$ cat config.mk
export PLATFORM = sky130hd
export DESIGN_NAME = fp_mul_sched_flat
export DESIGN_NICKNAME = d
export VERILOG_FILES = /design/src/rtl/fp_mul_sched_pkg.sv /design/src/rtl/fp_mul_sched_if.sv /design/src/rtl/fp_mul_sched_mul.sv /design/src/rtl/fp_mul_sched_rr_arbiter.sv /design/src/rtl/fp_mul_sched.sv /design/src/flat_wrapper.sv
export SDC_FILE = /design/constraint.sdc
export NUM_CORES = 2
export LEC_CHECK = 0
export ABC_AREA = 0
export BUFFER_PORTS_ARGS = -buffer_cell sky130_fd_sc_hd__buf_4
export CORE_AREA = 2 2 258 260
export DETAILED_ROUTE_END_ITERATION = 16
export DIE_AREA = 0 0 260 262
export PLACE_DENSITY = 0.7
export SETUP_SLACK_MARGIN = 0.1
export SLEW_MARGIN = 25
export SYNTH_ARGS = -nofsm -noshare
export SYNTH_HDL_FRONTEND = slang
export SYNTH_HIERARCHICAL = 1
export SYNTH_SLANG_ARGS = --single-unit
$ cat constraint.sdc
create_clock -name clk -period 9.4 [get_ports clk]
set_input_delay 1.88 -clock clk [delete_from_list [all_inputs] [get_ports clk]]
set_output_delay 1.88 -clock clk [all_outputs]
set_load 0.01 [all_outputs]
$ cat src/rtl/fp_mul_sched_pkg.sv
`default_nettype none
// ============================================================================
// Module      : fp_mul_pkg
// Description : Shared types and constants for the fp_mul_sched scheduler.
// Revision    : 1.0 - initial release
// ============================================================================
package fp_mul_pkg;

  // Scheduler states: grant in IDLE, evaluate MUL in EXEC, hand back in RESP
  typedef enum logic [1:0] {
    ST_IDLE = 2'd0,
    ST_EXEC = 2'd1,
    ST_RESP = 2'd2
  } state_t;

  localparam int          W       = 32;
  localparam logic [15:0] OPS_MAX = 16'hFFFF;

endpackage
`default_nettype wire

$ cat src/rtl/fp_mul_sched_if.sv
`default_nettype none
// ============================================================================
// Module      : fp_mul_sched_if
// Description : Requester-side request/response bundle of fp_mul_sched.
// Revision    : 1.0 - initial release
// ============================================================================
interface fp_mul_sched_if #(
  parameter int NUM_REQ = 4,
  parameter int W       = 32
);
  logic [NUM_REQ-1:0]   req_valid;
  logic [NUM_REQ-1:0]   req_ready;
  logic [NUM_REQ*W-1:0] req_a;
  logic [NUM_REQ*W-1:0] req_b;
  logic [NUM_REQ-1:0]   rsp_valid;
  logic [NUM_REQ-1:0]   rsp_ready;
  logic [W-1:0]         rsp_data;
  logic                 busy;
  logic [15:0]          ops_done;

  // Client side
  modport master (
    output req_valid, req_a, req_b, rsp_ready,
    input  req_ready, rsp_valid, rsp_data, busy, ops_done
  );

  // Scheduler side
  modport slave (
    input  req_valid, req_a, req_b, rsp_ready,
    output req_ready, rsp_valid, rsp_data, busy, ops_done
  );
endinterface
`default_nettype wire

$ cat src/rtl/fp_mul_sched_mul.sv
`default_nettype none
// ============================================================================
// Module      : fp_mul32
// Description : Combinational IEEE-754 single-precision multiplier.
//               Round-to-nearest-even, subnormals flushed to zero.
// Revision    : 1.0 - initial release
// ============================================================================
module fp_mul32 (
  input  wire logic [31:0] a_i,
  input  wire logic [31:0] b_i,
  output logic      [31:0] p_o
);
  // Full product, normalise by one bit, round, then resolve special cases
  always_comb begin
    logic              w_s, w_g, w_st;
    logic [7:0]        w_ea, w_eb;
    logic [47:0]       w_prod;
    logic signed [9:0] w_e;
    logic [22:0]       w_m;
    logic [23:0]       w_mr;
    logic              w_a_zero, w_b_zero, w_a_inf, w_b_inf, w_a_nan, w_b_nan;
    w_s      = a_i[31] ^ b_i[31];
    w_ea     = a_i[30:23];
    w_eb     = b_i[30:23];
    w_a_zero = (w_ea == 8'd0);
    w_b_zero = (w_eb == 8'd0);
    w_a_inf  = (w_ea == 8'hFF) && (a_i[22:0] == 23'd0);
    w_b_inf  = (w_eb == 8'hFF) && (b_i[22:0] == 23'd0);
    w_a_nan  = (w_ea == 8'hFF) && (a_i[22:0] != 23'd0);
    w_b_nan  = (w_eb == 8'hFF) && (b_i[22:0] != 23'd0);
    w_prod   = 48'({1'b1, a_i[22:0]}) * 48'({1'b1, b_i[22:0]});
    w_e      = $signed({2'b00, w_ea}) + $signed({2'b00, w_eb}) - 10'sd127;
    if (w_prod[47]) begin
      w_m  = w_prod[46:24];
      w_g  = w_prod[23];
      w_st = |w_prod[22:0];
      w_e  = w_e + 10'sd1;
    end else begin
      w_m  = w_prod[45:23];
      w_g  = w_prod[22];
      w_st = |w_prod[21:0];
    end
    w_mr = {1'b0, w_m} + {23'd0, (w_g & (w_st | w_m[0]))};
    // Rounding carry out of the mantissa bumps the exponent; fraction wraps to 0
    if (w_mr[23]) w_e = w_e + 10'sd1;
    p_o = {w_s, w_e[7:0], w_mr[22:0]};
    if (w_a_nan || w_b_nan || (w_a_inf && w_b_zero) || (w_b_inf && w_a_zero))
      p_o = 32'h7FC0_0000;
    else if (w_a_inf || w_b_inf)
      p_o = {w_s, 8'hFF, 23'd0};
    else if (w_a_zero || w_b_zero)
      p_o = {w_s, 31'd0};
    else if (w_e >= 10'sd255)
      p_o = {w_s, 8'hFF, 23'd0};
    else if (w_e <= 10'sd0)
      p_o = {w_s, 31'd0};
  end
endmodule
`default_nettype wire

$ cat src/rtl/fp_mul_sched_rr_arbiter.sv
`default_nettype none
// ============================================================================
// Module      : rr_arbiter
// Description : Combinational round-robin arbiter; search starts at ptr and
//               wraps modulo NUM_REQ. Output is one-hot or all-zero.
// Revision    : 1.0 - initial release
// ============================================================================
module rr_arbiter #(
  parameter int NUM_REQ = 4,
  parameter int PW      = (NUM_REQ > 1) ? $clog2(NUM_REQ) : 1
) (
  input  wire logic [NUM_REQ-1:0] req,
  input  wire logic [PW-1:0]      ptr,
  output logic      [NUM_REQ-1:0] gnt
);
  localparam int PW1 = PW + 1;

  // First requester at or after ptr (circularly) wins
  always_comb begin
    logic        w_found;
    logic [PW:0] w_sum;
    logic [PW-1:0] w_idx;
    gnt     = '0;
    w_found = 1'b0;
    w_sum   = '0;
    w_idx   = '0;
    for (int k = 0; k < NUM_REQ; k++) begin
      w_sum = {1'b0, ptr} + PW1'(k);
      if (w_sum >= PW1'(NUM_REQ)) w_sum = w_sum - PW1'(NUM_REQ);
      w_idx = w_sum[PW-1:0];
      if (!w_found && req[w_idx]) begin
        gnt[w_idx] = 1'b1;
        w_found    = 1'b1;
      end
    end
  end
endmodule
`default_nettype wire

$ cat src/rtl/fp_mul_sched.sv
`default_nettype none
// ============================================================================
// Module      : fp_mul_sched
// Description : Round-robin scheduler sharing one fp32 multiplier between
//               NUM_REQ requesters; one operation outstanding at a time.
// Revision    : 1.0 - initial release
// ============================================================================
module fp_mul_sched #(
  parameter int NUM_REQ = 4,
  parameter int W       = fp_mul_pkg::W
) (
  input wire logic     clk,
  input wire logic     rst_n,
  fp_mul_sched_if.slave bus
);
  import fp_mul_pkg::*;

  localparam int PW = (NUM_REQ > 1) ? $clog2(NUM_REQ) : 1;

  state_t          state_q, state_d;
  logic [PW-1:0]   rr_ptr_q, rr_ptr_d;
  logic [PW-1:0]   owner_q, owner_d;
  logic [W-1:0]    op_a_q, op_a_d, op_b_q, op_b_d, res_q, res_d;
  logic [15:0]     ops_done_q, ops_done_d;

  logic [NUM_REQ-1:0] w_gnt;
  logic [PW-1:0]      w_gnt_idx;
  logic [W-1:0]       w_mul_p;
  logic [W-1:0]       w_a [NUM_REQ];
  logic [W-1:0]       w_b [NUM_REQ];
  logic [NUM_REQ-1:0] w_req_ready, w_rsp_valid;

  generate
    for (genvar i = 0; i < NUM_REQ; i++) begin : g_unpack
      assign w_a[i] = bus.req_a[i*W +: W];
      assign w_b[i] = bus.req_b[i*W +: W];
    end
  endgenerate

  rr_arbiter #(.NUM_REQ(NUM_REQ), .PW(PW)) u_arb (
    .req (bus.req_valid),
    .ptr (rr_ptr_q),
    .gnt (w_gnt)
  );

  fp_mul32 u_mul (
    .a_i (op_a_q),
    .b_i (op_b_q),
    .p_o (w_mul_p)
  );

  // One-hot grant to binary index
  always_comb begin
    w_gnt_idx = '0;
    for (int k = 0; k < NUM_REQ; k++)
      if (w_gnt[k]) w_gnt_idx = PW'(k);
  end

  // Next-state and handshake outputs
  always_comb begin
    state_d     = state_q;
    rr_ptr_d    = rr_ptr_q;
    owner_d     = owner_q;
    op_a_d      = op_a_q;
    op_b_d      = op_b_q;
    res_d       = res_q;
    ops_done_d  = ops_done_q;
    w_req_ready = '0;
    w_rsp_valid = '0;
    unique case (state_q)
      ST_IDLE: begin
        w_req_ready = w_gnt;
        if (|w_gnt) begin
          op_a_d   = w_a[w_gnt_idx];
          op_b_d   = w_b[w_gnt_idx];
          owner_d  = w_gnt_idx;
          rr_ptr_d = (w_gnt_idx == PW'(NUM_REQ-1)) ? '0 : w_gnt_idx + PW'(1);
          state_d  = ST_EXEC;
        end
      end
      ST_EXEC: begin
        res_d   = w_mul_p;
        state_d = ST_RESP;
      end
      ST_RESP: begin
        w_rsp_valid[owner_q] = 1'b1;
        if (bus.rsp_ready[owner_q]) begin
          if (ops_done_q != OPS_MAX) ops_done_d = ops_done_q + 16'd1;
          state_d = ST_IDLE;
        end
      end
      default: state_d = ST_IDLE;
    endcase
  end

  // State and datapath registers; async reset aborts any in-flight op
  always_ff @(posedge clk or negedge rst_n) begin
    if (!rst_n) begin
      state_q    <= ST_IDLE;
      rr_ptr_q   <= '0;
      owner_q    <= '0;
      op_a_q     <= '0;
      op_b_q     <= '0;
      res_q      <= '0;
      ops_done_q <= '0;
    end else begin
      state_q    <= state_d;
      rr_ptr_q   <= rr_ptr_d;
      owner_q    <= owner_d;
      op_a_q     <= op_a_d;
      op_b_q     <= op_b_d;
      res_q      <= res_d;
      ops_done_q <= ops_done_d;
    end
  end

  assign bus.req_ready = w_req_ready;
  assign bus.rsp_valid = w_rsp_valid;
  assign bus.rsp_data  = res_q;
  assign bus.busy      = (state_q != ST_IDLE);
  assign bus.ops_done  = ops_done_q;
endmodule
`default_nettype wire

$ cat src/flat_wrapper.sv
// flat-port wrapper written by rule: the top's interface ports become plain ports
module fp_mul_sched_flat import fp_mul_pkg::*;
#(
  parameter int NUM_REQ = 4,
  parameter int W       = fp_mul_pkg::W
)
  (clk, rst_n, bus_req_valid, bus_req_a, bus_req_b, bus_rsp_ready, bus_req_ready, bus_rsp_valid, bus_rsp_data, bus_busy, bus_ops_done);
  fp_mul_sched_if #(.NUM_REQ(NUM_REQ), .W(W)) bus_i ();
  input wire logic clk;
  input wire logic rst_n;
  input wire logic [$bits(bus_i.req_valid)-1:0] bus_req_valid;
  input wire logic [$bits(bus_i.req_a)-1:0] bus_req_a;
  input wire logic [$bits(bus_i.req_b)-1:0] bus_req_b;
  input wire logic [$bits(bus_i.rsp_ready)-1:0] bus_rsp_ready;
  output wire logic [$bits(bus_i.req_ready)-1:0] bus_req_ready;
  output wire logic [$bits(bus_i.rsp_valid)-1:0] bus_rsp_valid;
  output wire logic [$bits(bus_i.rsp_data)-1:0] bus_rsp_data;
  output wire logic [$bits(bus_i.busy)-1:0] bus_busy;
  output wire logic [$bits(bus_i.ops_done)-1:0] bus_ops_done;
  assign bus_i.req_valid = bus_req_valid;
  assign bus_i.req_a = bus_req_a;
  assign bus_i.req_b = bus_req_b;
  assign bus_i.rsp_ready = bus_rsp_ready;
  assign bus_req_ready = bus_i.req_ready;
  assign bus_rsp_valid = bus_i.rsp_valid;
  assign bus_rsp_data = bus_i.rsp_data;
  assign bus_busy = bus_i.busy;
  assign bus_ops_done = bus_i.ops_done;
  fp_mul_sched #(.NUM_REQ(NUM_REQ), .W(W)) u_core (.clk(clk), .rst_n(rst_n), .bus(bus_i));
endmodule
==> metrics.cfg <==
[cells_and_area]
seq_area_sq_um = 3010
fill_cells = 6065
post_layout_nonfiller_instances = 4573
multi_input_area_sq_um = 23400
nets = 4643
final_layout_size_suffix_gt1_share_pct = 19.0
n_antenna_cell = 0
final_area_sq_um = 34100
area_delta_synth_final_pct = 17.0

[sta]
fmax_mhz = 110
rsz0062_at_grt = no
skew_ns = 0.0158
finalSetupViolations = 0
period_share_pct = 96.6
worst_pin_slew_ns = 0.894
slew_viol_final = 0
setup_ws_ns = 0.317
relSlewSlack_pct = 39.7
fin_crit_ns = 9.08
final_hold_viol_count = 0

[global_routing]
use_met1_pct = 36.7
grt_pass1_wl_microns = 148000
antenna_found_initial = 0
grt_max_degree = 100
gr-max-usage-layer = met2
gr-usage-met3_pct = 4.15
grt_pass1_vias = 26300
grtUsageTotal_pct = 28.2
grt_overflow = 0
gr-usage-met2_pct = 47.6

[route]
ant_nets = 0
routed_wl_microns = 94100
vias = 25100
routedWlPerCell_microns = 20.6
drtIter0Drc = 1987
firstDrtPassIters = 5
drc_errors = 0
drt-vias-per-instance = 5.49

[placement]
dp_hpwl_microns = 76700
post-place-ws_ns = -0.0196
gp_congestion = 0.955
dp.cells = 4530
place_area_sq_um = 33100
port_buffers = 322

[worst_setup_path]
critical_path.most_common_cell = fa_1
critPathKind = flop to flop
path_buf_inv = 6
max_stage_delay_ns = 0.61
end_kind = flop
path_max_fanout = 11
cp_data_required_time_ns = 9.78
r2r_slack_ns = 0.32
cp.arrival_ns = 9.47
cp_top_family = adder cells
crit_path_top_delay_cell = fa_1
crit_path_start_kind = flop

[run]
maxCapViolCount = 0

[clock_tree]
clock_latency_ns = 0.45
cts.sinks = 118
cts.clk_slew.worst_paths_ns = 0.07
clockBufferDepth = 2
tritoncts = done
cts_inserted_buffers = 17
htreeDepth = 4
root_buffer = clkbuf_16
ctsHoldBuffers = 0

[yosys]
synth-seq-cells = 118
synthTopCellsByArea = fa_1 33%, dfrtp_1 10%, ha_1 8.5%
synth_edf_count = 0
yosys.area.top_type = fa_1
ys.flop_type = dfrtp_1
synth.distinct_cells = 94
ys_seq_area_share_pct = 10.1
synth_cells = 3378
postSynthAreaPerCell_sq_um = 8.63
synthTopCellsByCount = 616 x inv_1, 483 x fa_1, 410 x nand2_1
yosysWarnings = 6
synth_fp_nets = 4325
synth_area_sq_um = 29200
synth_most_common_cell = inv_1
async_flop_share_pct = 100
synth_top_area_share_pct = 33.2

[die]
ios = 323
start_util_pct = 44.7
rows = 94
coreArea_sq_um = 65300
die_height_microns = 262
dieArea_sq_um = 68100
die_w_microns = 260

[outcome]
status = finished clean

[hold_path]
hold_class = flop to flop

==> path summary, 6_finish.rpt <==
kind,startpoint,depth (start not counted),to
max in group asynchronous,rst_n,2,u_core/op_b_q[3]
min in group asynchronous,rst_n,1,u_core/bus.rsp_data[8]
max,u_core/op_b_q[18],29,u_core/bus.rsp_data[14]
min,u_core/bus.rsp_data[8],1,u_core/bus.rsp_data[8]
min reg2reg,u_core/bus.rsp_data[8],1,u_core/bus.rsp_data[8]
max reg2reg,u_core/op_b_q[18],29,u_core/bus.rsp_data[14]
==> metal layers <==
metal	wire, microns	vias up	share of wire, %
li1	-	11400	-
met1	38100	12500	41
met2	44900	1079	48
met3	7110	190	7.6
met4	3920	0	4.2
met5	0	-	0
==> kinds of logic (layout without fill, tap and decap cells) <==
| logic type | after synthesis | after routing | synth area share, % |
|---|---|---|---|
| mux | 147 | 149 | 5.48 |
| fa+ha+maj | 681 | 681 | 41.7 |
| buf+inv | 802 | 1131 | 10.7 |
| simple gates | 1098 | 1098 | 19.2 |
| xor+xnor | 95 | 95 | 2.97 |
| compound gates | 437 | 437 | 9.90 |
| flops | 118 | 118 | 10.1 |
==> layout make-up <==
cell class	instances	area share, %
Tap cell	864	3.17
Sequential cell	118	8.82
Inverter	619	6.84
Clock inverter	14	0.484
Clock buffer	18	1.26
Multi-Input combinational cell	2460	68.5
Timing Repair Buffer	480	11.0
==> sequential cells by signal, indices dropped and copies added, names as in the netlist <==
signal / flops
u_core/bus.rsp_data: 32
u_core/op_b_q: 32
u_core/state_q: 2
u_core/bus.ops_done: 16
u_core/owner_q: 2
u_core/op_a_q: 32
u_core/rr_ptr_q: 2
==> layout by cell type, fill, tap and decap left out, types with 39 or more instances in the layout <==
master	instances
o22ai_1	39
and2_1	255
nand2_1	410
nor2_1	188
buf_4	467
mux2i_1	101
dfrtp_1	83
xnor2_1	51
o21ai_0	100
inv_1	613
mux2_2	39
a21oi_1	127
ha_1	196
fa_1	483
==> worst reg2reg max path: cells and delay by family, from the launching register on <==
kind                     cells  cell delay [ns]
multiplexers                 2             0.60
buffers and inverters        6             0.65
AO/OA/AOI/OAI                7             1.97
XOR/XNOR                     1             0.21
flip-flops                   1             0.51
AND/OR/NAND/NOR              5             1.06
adder cells (fa/ha/maj)      8             4.00
==> repair_timing <==
action / 4_1_cts / 5_1_grt
buffers inserted: 0 / 9
gates cloned: 0 / 2
pin swaps: 0 / 8
endpoints found under the setup margin: 23 / 30
resized for setup: 10 / 73
==> per-stage QoR <==
| stage | hold slack (ns) | TNS [ns] | utilization [%] |
|---|---|---|---|
| 2_1_floorplan | 0.493 | 0 | - |
| 3_3_place_gp | 0.490 | 0 | 50.8 |
| 3_5_place_dp | 0.499 | -0.0196 | 50.8 |
| 4_1_cts | 0.514 | 0 | 51.7 |
| 5_1_grt | 0.529 | 0 | 52.3 |
| 6_report | 0.512 | 0 | 52.3 |
Power is not shown: default switching activity piles up to over one toggle a cycle in this logic, so the estimate is an artifact.
